==> config.mk <==
export PLATFORM = sky130hd
export DESIGN_NAME = puf_eval_sequencer_flat
export DESIGN_NICKNAME = d
export VERILOG_FILES = /design/src/rtl/puf_eval_sequencer_if.sv /design/src/rtl/puf_eval_sequencer.sv /design/src/flat_wrapper.sv
export SDC_FILE = /design/constraint.sdc
export NUM_CORES = 1
export LEC_CHECK = 0
export ABC_AREA = 0
export BUFFER_PORTS_ARGS = -buffer_cell sky130_fd_sc_hd__buf_2
export CAP_MARGIN = 10
export CORE_MARGIN = 10
export CORE_UTILIZATION = 35
export CTS_BUF_LIST = sky130_fd_sc_hd__clkbuf_16
export CTS_CLUSTER_DIAMETER = 200
export DETAILED_ROUTE_END_ITERATION = 16
export PLACE_DENSITY = 0.65
export SKIP_LAST_GASP = 1
export SYNTH_ARGS = -nofsm -noshare
export SYNTH_HDL_FRONTEND = slang
export SYNTH_SLANG_ARGS = --single-unit
==> constraint.sdc <==
create_clock -name clk -period 2.3 [get_ports clk]
set_input_delay 0.23 -clock clk [delete_from_list [all_inputs] [get_ports clk]]
set_output_delay 0.23 -clock clk [all_outputs]
set_load 0.02 [all_outputs]
==> src/rtl/puf_eval_sequencer_if.sv <==
// Host/PUF-side bundle for puf_eval_sequencer.
// Optional PUF_SEQ_STABILITY_EN adds the unstable_mask result.
interface puf_eval_sequencer_if #(
    parameter int unsigned CHALLENGE_WIDTH  = 64,
    parameter int unsigned PDL_CONFIG_WIDTH = 64,
    parameter int unsigned RESPONSE_WIDTH   = 6,
    parameter int unsigned REPEAT_WIDTH     = 8
);
    logic                        start;
    logic [CHALLENGE_WIDTH-1:0]  challenge_in;
    logic [PDL_CONFIG_WIDTH-1:0] pdl_config_in;
    logic [REPEAT_WIDTH-1:0]     num_evals;
    logic                        busy;
    logic                        done;
    logic [CHALLENGE_WIDTH-1:0]  puf_challenge;
    logic [PDL_CONFIG_WIDTH-1:0] puf_pdl_config;
    logic                        puf_reset;
    logic                        puf_trigger;
    logic [RESPONSE_WIDTH-1:0]   puf_raw_response;
    logic                        puf_xor_response;
    logic [RESPONSE_WIDTH-1:0]   response_out;
    logic [REPEAT_WIDTH-1:0]     xor_ones_count;
`ifdef PUF_SEQ_STABILITY_EN
    logic [RESPONSE_WIDTH-1:0]   unstable_mask;

    modport master (
        output start, challenge_in, pdl_config_in, num_evals, puf_raw_response, puf_xor_response,
        input  busy, done, puf_challenge, puf_pdl_config, puf_reset, puf_trigger,
               response_out, xor_ones_count, unstable_mask
    );
    modport slave (
        input  start, challenge_in, pdl_config_in, num_evals, puf_raw_response, puf_xor_response,
        output busy, done, puf_challenge, puf_pdl_config, puf_reset, puf_trigger,
               response_out, xor_ones_count, unstable_mask
    );
`else
    modport master (
        output start, challenge_in, pdl_config_in, num_evals, puf_raw_response, puf_xor_response,
        input  busy, done, puf_challenge, puf_pdl_config, puf_reset, puf_trigger,
               response_out, xor_ones_count
    );
    modport slave (
        input  start, challenge_in, pdl_config_in, num_evals, puf_raw_response, puf_xor_response,
        output busy, done, puf_challenge, puf_pdl_config, puf_reset, puf_trigger,
               response_out, xor_ones_count
    );
`endif
endinterface

==> src/rtl/puf_eval_sequencer.sv <==
// Repeats PUF reset/trigger/settle/sample N times and reports per-bit majority and XOR ones-count.
// Optional PUF_SEQ_STABILITY_EN adds unstable_mask (bits that were neither always 0 nor always 1).
module puf_eval_sequencer #(
    parameter int unsigned CHALLENGE_WIDTH  = 64,
    parameter int unsigned PDL_CONFIG_WIDTH = 64,
    parameter int unsigned RESPONSE_WIDTH   = 6,
    parameter int unsigned RESET_CYCLES     = 2,
    parameter int unsigned SETTLE_CYCLES    = 15,
    parameter int unsigned REPEAT_WIDTH     = 8
) (
    input  logic                 clk,
    input  logic                 reset,
    puf_eval_sequencer_if.slave  bus
);
    localparam int unsigned MAX_WAIT = (RESET_CYCLES > SETTLE_CYCLES) ? RESET_CYCLES : SETTLE_CYCLES;
    localparam int unsigned CNT_W    = (MAX_WAIT > 1) ? $clog2(MAX_WAIT) : 1;
    localparam logic [CNT_W-1:0] RESET_LAST  = CNT_W'(RESET_CYCLES - 1);
    localparam logic [CNT_W-1:0] SETTLE_LAST = CNT_W'(SETTLE_CYCLES - 1);

    typedef enum logic [2:0] {S_IDLE, S_PRESET, S_FIRE, S_SAMPLE, S_FINISH} state_t;

    state_t                      r_state, w_state_next;
    logic [CNT_W-1:0]            r_wait_cnt;
    logic [REPEAT_WIDTH-1:0]     r_num_evals, r_eval_cnt, r_xor_cnt, w_eval_cnt_inc;
    logic [REPEAT_WIDTH-1:0]     r_ones_cnt [RESPONSE_WIDTH];
    logic                        w_accept;
    logic                        w_busy, w_puf_reset, w_puf_trigger;
    logic                        r_busy, r_done, r_puf_reset, r_puf_trigger;
    logic [CHALLENGE_WIDTH-1:0]  r_challenge;
    logic [PDL_CONFIG_WIDTH-1:0] r_pdl_config;
    logic [RESPONSE_WIDTH-1:0]   r_response, w_majority;
    logic [REPEAT_WIDTH-1:0]     r_xor_ones;

    assign w_accept       = (r_state == S_IDLE) && bus.start;
    assign w_eval_cnt_inc = r_eval_cnt + REPEAT_WIDTH'(1);

    always_ff @(posedge clk) begin
        if (reset) r_state <= S_IDLE;
        else       r_state <= w_state_next;
    end

    always_comb begin
        w_state_next = r_state;
        case (r_state)
            S_IDLE:   if (bus.start) w_state_next = S_PRESET;
            S_PRESET: if (r_wait_cnt == RESET_LAST) w_state_next = S_FIRE;
            S_FIRE:   if (r_wait_cnt == SETTLE_LAST) w_state_next = S_SAMPLE;
            S_SAMPLE: w_state_next = (w_eval_cnt_inc == r_num_evals) ? S_FINISH : S_PRESET;
            S_FINISH: w_state_next = S_IDLE;
            default:  w_state_next = S_IDLE;
        endcase
    end

    // Outputs decoded from the next state so the registered copies line up with r_state.
    always_comb begin
        w_busy        = 1'b0;
        w_puf_reset   = 1'b1;
        w_puf_trigger = 1'b0;
        case (w_state_next)
            S_PRESET, S_FINISH: w_busy = 1'b1;
            S_FIRE, S_SAMPLE: begin
                w_busy        = 1'b1;
                w_puf_reset   = 1'b0;
                w_puf_trigger = 1'b1;
            end
            default: ;
        endcase
    end

    always_ff @(posedge clk) begin
        if (reset) begin
            r_busy        <= 1'b0;
            r_done        <= 1'b0;
            r_puf_reset   <= 1'b1;
            r_puf_trigger <= 1'b0;
        end else begin
            r_busy        <= w_busy;
            r_done        <= (r_state == S_FINISH);
            r_puf_reset   <= w_puf_reset;
            r_puf_trigger <= w_puf_trigger;
        end
    end

    always_ff @(posedge clk) begin
        if (reset || (r_state != w_state_next)) r_wait_cnt <= '0;
        else                                    r_wait_cnt <= r_wait_cnt + CNT_W'(1);
    end

    // Majority uses REPEAT_WIDTH+1 bits so 2*count never wraps; a tie resolves to 0.
    always_comb begin
        w_majority = '0;
        for (int i = 0; i < int'(RESPONSE_WIDTH); i++)
            w_majority[i] = {r_ones_cnt[i], 1'b0} > {1'b0, r_num_evals};
    end

    always_ff @(posedge clk) begin
        if (reset) begin
            r_num_evals  <= '0;
            r_eval_cnt   <= '0;
            r_xor_cnt    <= '0;
            r_challenge  <= '0;
            r_pdl_config <= '0;
            r_response   <= '0;
            r_xor_ones   <= '0;
            for (int i = 0; i < int'(RESPONSE_WIDTH); i++) r_ones_cnt[i] <= '0;
        end else if (w_accept) begin
            r_num_evals  <= (bus.num_evals == '0) ? REPEAT_WIDTH'(1) : bus.num_evals;
            r_eval_cnt   <= '0;
            r_xor_cnt    <= '0;
            r_challenge  <= bus.challenge_in;
            r_pdl_config <= bus.pdl_config_in;
            for (int i = 0; i < int'(RESPONSE_WIDTH); i++) r_ones_cnt[i] <= '0;
        end else if (r_state == S_SAMPLE) begin
            r_eval_cnt <= w_eval_cnt_inc;
            r_xor_cnt  <= r_xor_cnt + REPEAT_WIDTH'(bus.puf_xor_response);
            for (int i = 0; i < int'(RESPONSE_WIDTH); i++)
                r_ones_cnt[i] <= r_ones_cnt[i] + REPEAT_WIDTH'(bus.puf_raw_response[i]);
        end else if (r_state == S_FINISH) begin
            r_response <= w_majority;
            r_xor_ones <= r_xor_cnt;
        end
    end

`ifdef PUF_SEQ_STABILITY_EN
    logic [RESPONSE_WIDTH-1:0] r_unstable, w_unstable;

    always_comb begin
        w_unstable = '0;
        for (int i = 0; i < int'(RESPONSE_WIDTH); i++)
            w_unstable[i] = (r_ones_cnt[i] != '0) && (r_ones_cnt[i] < r_num_evals);
    end

    always_ff @(posedge clk) begin
        if (reset)                      r_unstable <= '0;
        else if (r_state == S_FINISH)   r_unstable <= w_unstable;
    end

    assign bus.unstable_mask = r_unstable;
`endif

    assign bus.busy           = r_busy;
    assign bus.done           = r_done;
    assign bus.puf_reset      = r_puf_reset;
    assign bus.puf_trigger    = r_puf_trigger;
    assign bus.puf_challenge  = r_challenge;
    assign bus.puf_pdl_config = r_pdl_config;
    assign bus.response_out   = r_response;
    assign bus.xor_ones_count = r_xor_ones;
endmodule

==> src/flat_wrapper.sv <==
// flat-port wrapper written by rule: the top's interface ports become plain ports
module puf_eval_sequencer_flat 
#(
    parameter int unsigned CHALLENGE_WIDTH  = 64,
    parameter int unsigned PDL_CONFIG_WIDTH = 64,
    parameter int unsigned RESPONSE_WIDTH   = 6,
    parameter int unsigned RESET_CYCLES     = 2,
    parameter int unsigned SETTLE_CYCLES    = 15,
    parameter int unsigned REPEAT_WIDTH     = 8
)
  (clk, reset, bus_start, bus_challenge_in, bus_pdl_config_in, bus_num_evals, bus_puf_raw_response, bus_puf_xor_response, bus_busy, bus_done, bus_puf_challenge, bus_puf_pdl_config, bus_puf_reset, bus_puf_trigger, bus_response_out, bus_xor_ones_count);
  puf_eval_sequencer_if #(.CHALLENGE_WIDTH(CHALLENGE_WIDTH), .PDL_CONFIG_WIDTH(PDL_CONFIG_WIDTH), .RESPONSE_WIDTH(RESPONSE_WIDTH), .REPEAT_WIDTH(REPEAT_WIDTH)) bus_i ();
  input  logic clk;
  input  logic reset;
  input wire logic [$bits(bus_i.start)-1:0] bus_start;
  input wire logic [$bits(bus_i.challenge_in)-1:0] bus_challenge_in;
  input wire logic [$bits(bus_i.pdl_config_in)-1:0] bus_pdl_config_in;
  input wire logic [$bits(bus_i.num_evals)-1:0] bus_num_evals;
  input wire logic [$bits(bus_i.puf_raw_response)-1:0] bus_puf_raw_response;
  input wire logic [$bits(bus_i.puf_xor_response)-1:0] bus_puf_xor_response;
  output wire logic [$bits(bus_i.busy)-1:0] bus_busy;
  output wire logic [$bits(bus_i.done)-1:0] bus_done;
  output wire logic [$bits(bus_i.puf_challenge)-1:0] bus_puf_challenge;
  output wire logic [$bits(bus_i.puf_pdl_config)-1:0] bus_puf_pdl_config;
  output wire logic [$bits(bus_i.puf_reset)-1:0] bus_puf_reset;
  output wire logic [$bits(bus_i.puf_trigger)-1:0] bus_puf_trigger;
  output wire logic [$bits(bus_i.response_out)-1:0] bus_response_out;
  output wire logic [$bits(bus_i.xor_ones_count)-1:0] bus_xor_ones_count;
  assign bus_i.start = bus_start;
  assign bus_i.challenge_in = bus_challenge_in;
  assign bus_i.pdl_config_in = bus_pdl_config_in;
  assign bus_i.num_evals = bus_num_evals;
  assign bus_i.puf_raw_response = bus_puf_raw_response;
  assign bus_i.puf_xor_response = bus_puf_xor_response;
  assign bus_busy = bus_i.busy;
  assign bus_done = bus_i.done;
  assign bus_puf_challenge = bus_i.puf_challenge;
  assign bus_puf_pdl_config = bus_i.puf_pdl_config;
  assign bus_puf_reset = bus_i.puf_reset;
  assign bus_puf_trigger = bus_i.puf_trigger;
  assign bus_response_out = bus_i.response_out;
  assign bus_xor_ones_count = bus_i.xor_ones_count;
  puf_eval_sequencer #(.CHALLENGE_WIDTH(CHALLENGE_WIDTH), .PDL_CONFIG_WIDTH(PDL_CONFIG_WIDTH), .RESPONSE_WIDTH(RESPONSE_WIDTH), .RESET_CYCLES(RESET_CYCLES), .SETTLE_CYCLES(SETTLE_CYCLES), .REPEAT_WIDTH(REPEAT_WIDTH)) u_core (.clk(clk), .reset(reset), .bus(bus_i));
endmodule
==> impl_metrics.toml <==
[floorplanning]
initial_core_util = 0.356
io_pins = 292
fp.dieW_um = 188
die_h_um = 188
core_mm2 = 0.0278
dieArea_mm2 = 0.0353
row_count = 61

[global_route]
grt_antenna_before_repair = 4
grt_start_max_net_pins = 102
grt.total_usage = 0.174
overflow = 0
grt_pass1_vias = 9656
grt_pass1_wl_mm = 50.8

[logic_synthesis]
synthArstFlopShare = 0
synth_area_mm2 = 0.00988
yosysWarnings = 0
yosys-top-cells-area = "dfxtp_1, edfxtp_1, nand2_1, ha_1, a21oi_1"
yosysSeqAreaShare = 0.505
synth_seq_cells = 225
synth_compound_area_frac = 0.123
postSynthAreaPerCell_um2 = 8.92
synth_top_family_by_area = "simple AND/OR/NAND/NOR gates"
synth-xor-area-share = 0.0470
synth_fp_nets = 1313
synth_top_area_cell = "dfxtp_1"
synth_cells = 1107
synth.distinct_cells = 49
synth.mux.area_fraction = 0.00101
synthAdderAreaFrac = 0.0760
synth_top_area_share = 0.359
synth_edf_count = 48
synth_flop_cell = "dfxtp_1"
synth-simple-area-share = 0.209

[sta]
maxSlewViolCount = 0
slew_headroom = 0.494
tightest_slew_ns = 0.757
fin_crit_ns = 2.07
skew_ns = 0.0204
post-route-period-util = 0.898
rsz0062_at_grt = "false"
hold_viol_final = 0
finalSetupViolCount = 0
clock.fmax_mhz = 484

[critical_path]
r2r-start = "u_core.r_state[1]$_SDFF_PP0_"
critPathBufInv = 4
cp_slowest_cell = "nor2_1"
crit_arrival_ns = 2.36
ff2ff_setup_slack_ns = 0.23
rr_worst_depth = 6
crit_top_cell = "buf_4"
path_cells = "buf_4 -> and3b_1 -> nor2_1 -> clkinvlp_4 -> buf_4 -> buf_12"
critPathMaxStageDelay_ns = 0.59
worstSetupPathType = "register to register"
crit_fanout = 14
required_ns = 2.59
crit_family = "simple AND/OR/NAND/NOR gates"
endpoint_kind = "register"
start_kind = "register"
reg2reg_to = "u_core.r_ones_cnt[2][5]$_SDFFCE_PN0P_"

[power_and_ir_drop]
power.total_mw = 10.2
max-vdd-ir-drop_v = 0.000663
p_per_area_mw_per_mm2 = 736
p_leak_nw = 6.14

[clock_tree]
insertion_delay_ns = 0.54
clkSinkCount = 225
clk_pin_slew_ns = 0.06
htreeDepth = 1
tritoncts = "yes"
clockRootBuffer = "clkbuf_16"
cts_buffer_depth = 3
cts_buffers = 27

[hold_path]
hold_path_end = "u_core.r_num_evals[0]$_SDFFE_PP0P_"
hold_start = "bus_num_evals[0]"
whs_path_depth = 3
worstHoldPathType = "input pin to register"

[final_layout]
final_cells = 1918
drive_above_1_share = 0.234
num-nets-final = 1726
area_delta_synth_final_pct = 40.9

[placed_design]
gp_congestion = 0.819
portBuffers = 291
placed_cells = 1730
hpwl_mm = 21.3

[drt]
post-route-drc-count = 0
ant_nets = 0
vias = 9425
drt-total-wl_mm = 32.1
vias_per_cell = 4.91
first_pass_iters = 5
drt_iter0_markers = 539
wl_per_cell_um = 16.8

[status]
status = "finished clean"

[job]
maxCapViolCount = 0
==> synth_stat cells (4+ instances only) <==
library cell	n
a2111oi_0	6
a211o_1	6
a211oi_1	4
a21o_1	14
a21oi_1	147
and2_1	12
and3_1	15
buf_2	29
buf_6	6
clkbuf_1	34
dfxtp_1	177
edfxtp_1	48
ha_1	60
inv_1	11
nand2_1	301
nand3_1	26
nand4_1	12
nand4b_1	6
nor2_1	58
nor3_1	6
nor4_1	13
o211ai_1	6
o21ai_0	18
or4_1	6
xnor2_1	23
xor2_1	30
==> power by group <==
| group | internal (mW) | switching (mW) | total [mW] |
|---|---|---|---|
| combinational | 0.728 | 1.02 | 1.75 |
| clock | 2.33 | 1.68 | 4.02 |
| sequential | 4.30 | 0.180 | 4.48 |
==> metal layers <==
metal | vias to the layer above | track usage | routed length (µm)
li1 | 4618 | - | -
met1 | 4343 | 0.200 | 12900
met2 | 362 | 0.288 | 15200
met3 | 102 | 0.0456 | 2430
met4 | 0 | 0.0938 | 1610
met5 | - | 0 | 0
==> cells by family after synthesis <==
family,Yosys count
buffers and inverters,81
and+or+nand+nor,472
muxes,1
adders and majority gates,60
DFF,225
xor gates and xnor gates,53
AOI/OAI and AO/OA,215
==> registers in the layout (all words and copies together) (netlist names), 3 cells and up <==
signal and flops:
u_core.bus.response_out 6, u_core.bus.xor_ones_count 8, u_core.bus.puf_challenge 64, u_core.r_num_evals 8
u_core.r_ones_cnt 48, u_core.r_xor_cnt 8, u_core.r_eval_cnt 8, u_core.r_state 3
u_core.bus.puf_pdl_config 64, u_core.r_wait_cnt 4
==> worst max path at each step <==
| stage | start | cells after the start | endpoint |
|---|---|---|---|
| after floorplan | u_core.r_state[2]$_SDFF_PP0_ | 5 | u_core.r_ones_cnt[0][0]$_SDFFCE_PN0P_ |
| after global placement | u_core.r_state[1]$_SDFF_PP0_ | 5 | u_core.r_ones_cnt[4][0]$_SDFFCE_PN0P_ |
| after detailed placement | u_core.r_state[1]$_SDFF_PP0_ | 5 | u_core.r_ones_cnt[2][3]$_SDFFCE_PN0P_ |
| after CTS | u_core.r_state[2]$_SDFF_PP0_ | 5 | u_core.bus.puf_pdl_config[48]$_SDFFE_PP0P_ |
| after global routing | u_core.r_state[2]$_SDFF_PP0_ | 5 | u_core.bus.puf_challenge[37]$_SDFFE_PP0P_ |
| final | u_core.r_state[1]$_SDFF_PP0_ | 6 | u_core.r_ones_cnt[2][5]$_SDFFCE_PN0P_ |
==> cell type report <==
class | count | area [µm²]
fill | 2562 | 13900
clock inverter | 19 | 139
timing repair buffer | 453 | 3070
multi-input combinational | 801 | 4520
inverter | 12 | 48.8
sequential | 225 | 4980
clock buffer | 27 | 676
tap | 378 | 473
antenna | 3 | 7.51
==> what timing repair did <==
action,CTS,global route
setup endpoints to repair,29,95
gates resized for setup,0,1
hold buffers,136,0
hold endpoints to repair,136,0
setup buffers,3,0
==> per-stage QoR <==
| stage | instance area [µm²] | util | hold WS, ns | worst slack, ns | setup TNS [ns] |
|---|---|---|---|---|---|
| after CTS | 13900 | 0.500 | 0.00952 | 0.0800 | 0 |
| after global placement | 11700 | 0.421 | 0.438 | -0.100 | -2.86 |
| final | 13900 | 0.501 | 0.0353 | 0.235 | 0 |
| after global routing | 13900 | 0.501 | 0.0486 | 0.117 | 0 |
| after detailed placement | 11700 | 0.421 | 0.443 | -0.124 | -3.58 |
| after floorplan | 9880 | - | 0.348 | 0.00117 | 0 |
==> layout by cell type (no fill, tap or decap), drive strengths merged, types with 7 or more instances in the layout <==
| cell type | instances |
|---|---|
| and3 | 15 |
| nand4 | 12 |
| xor2 | 30 |
| inv | 21 |
| and2 | 12 |
| nand2 | 302 |
| buf | 317 |
| a21o | 14 |
| nor2 | 59 |
| dlygate4sd3 | 136 |
| clkinv | 7 |
| clkbuf | 27 |
| ha | 60 |
| edfxtp | 48 |
| xnor2 | 23 |
| o21ai | 21 |
| nand3 | 26 |
| dfxtp | 177 |
| nor4 | 13 |
| a21oi | 147 |
==> tightest hold or removal path, stage by stage <==
cell and delay [ns]:
buf_2 0.08, a211oi_1 0.06, nor3_1 0.15
No activity file was read; power rests on OpenSTA's default activity.
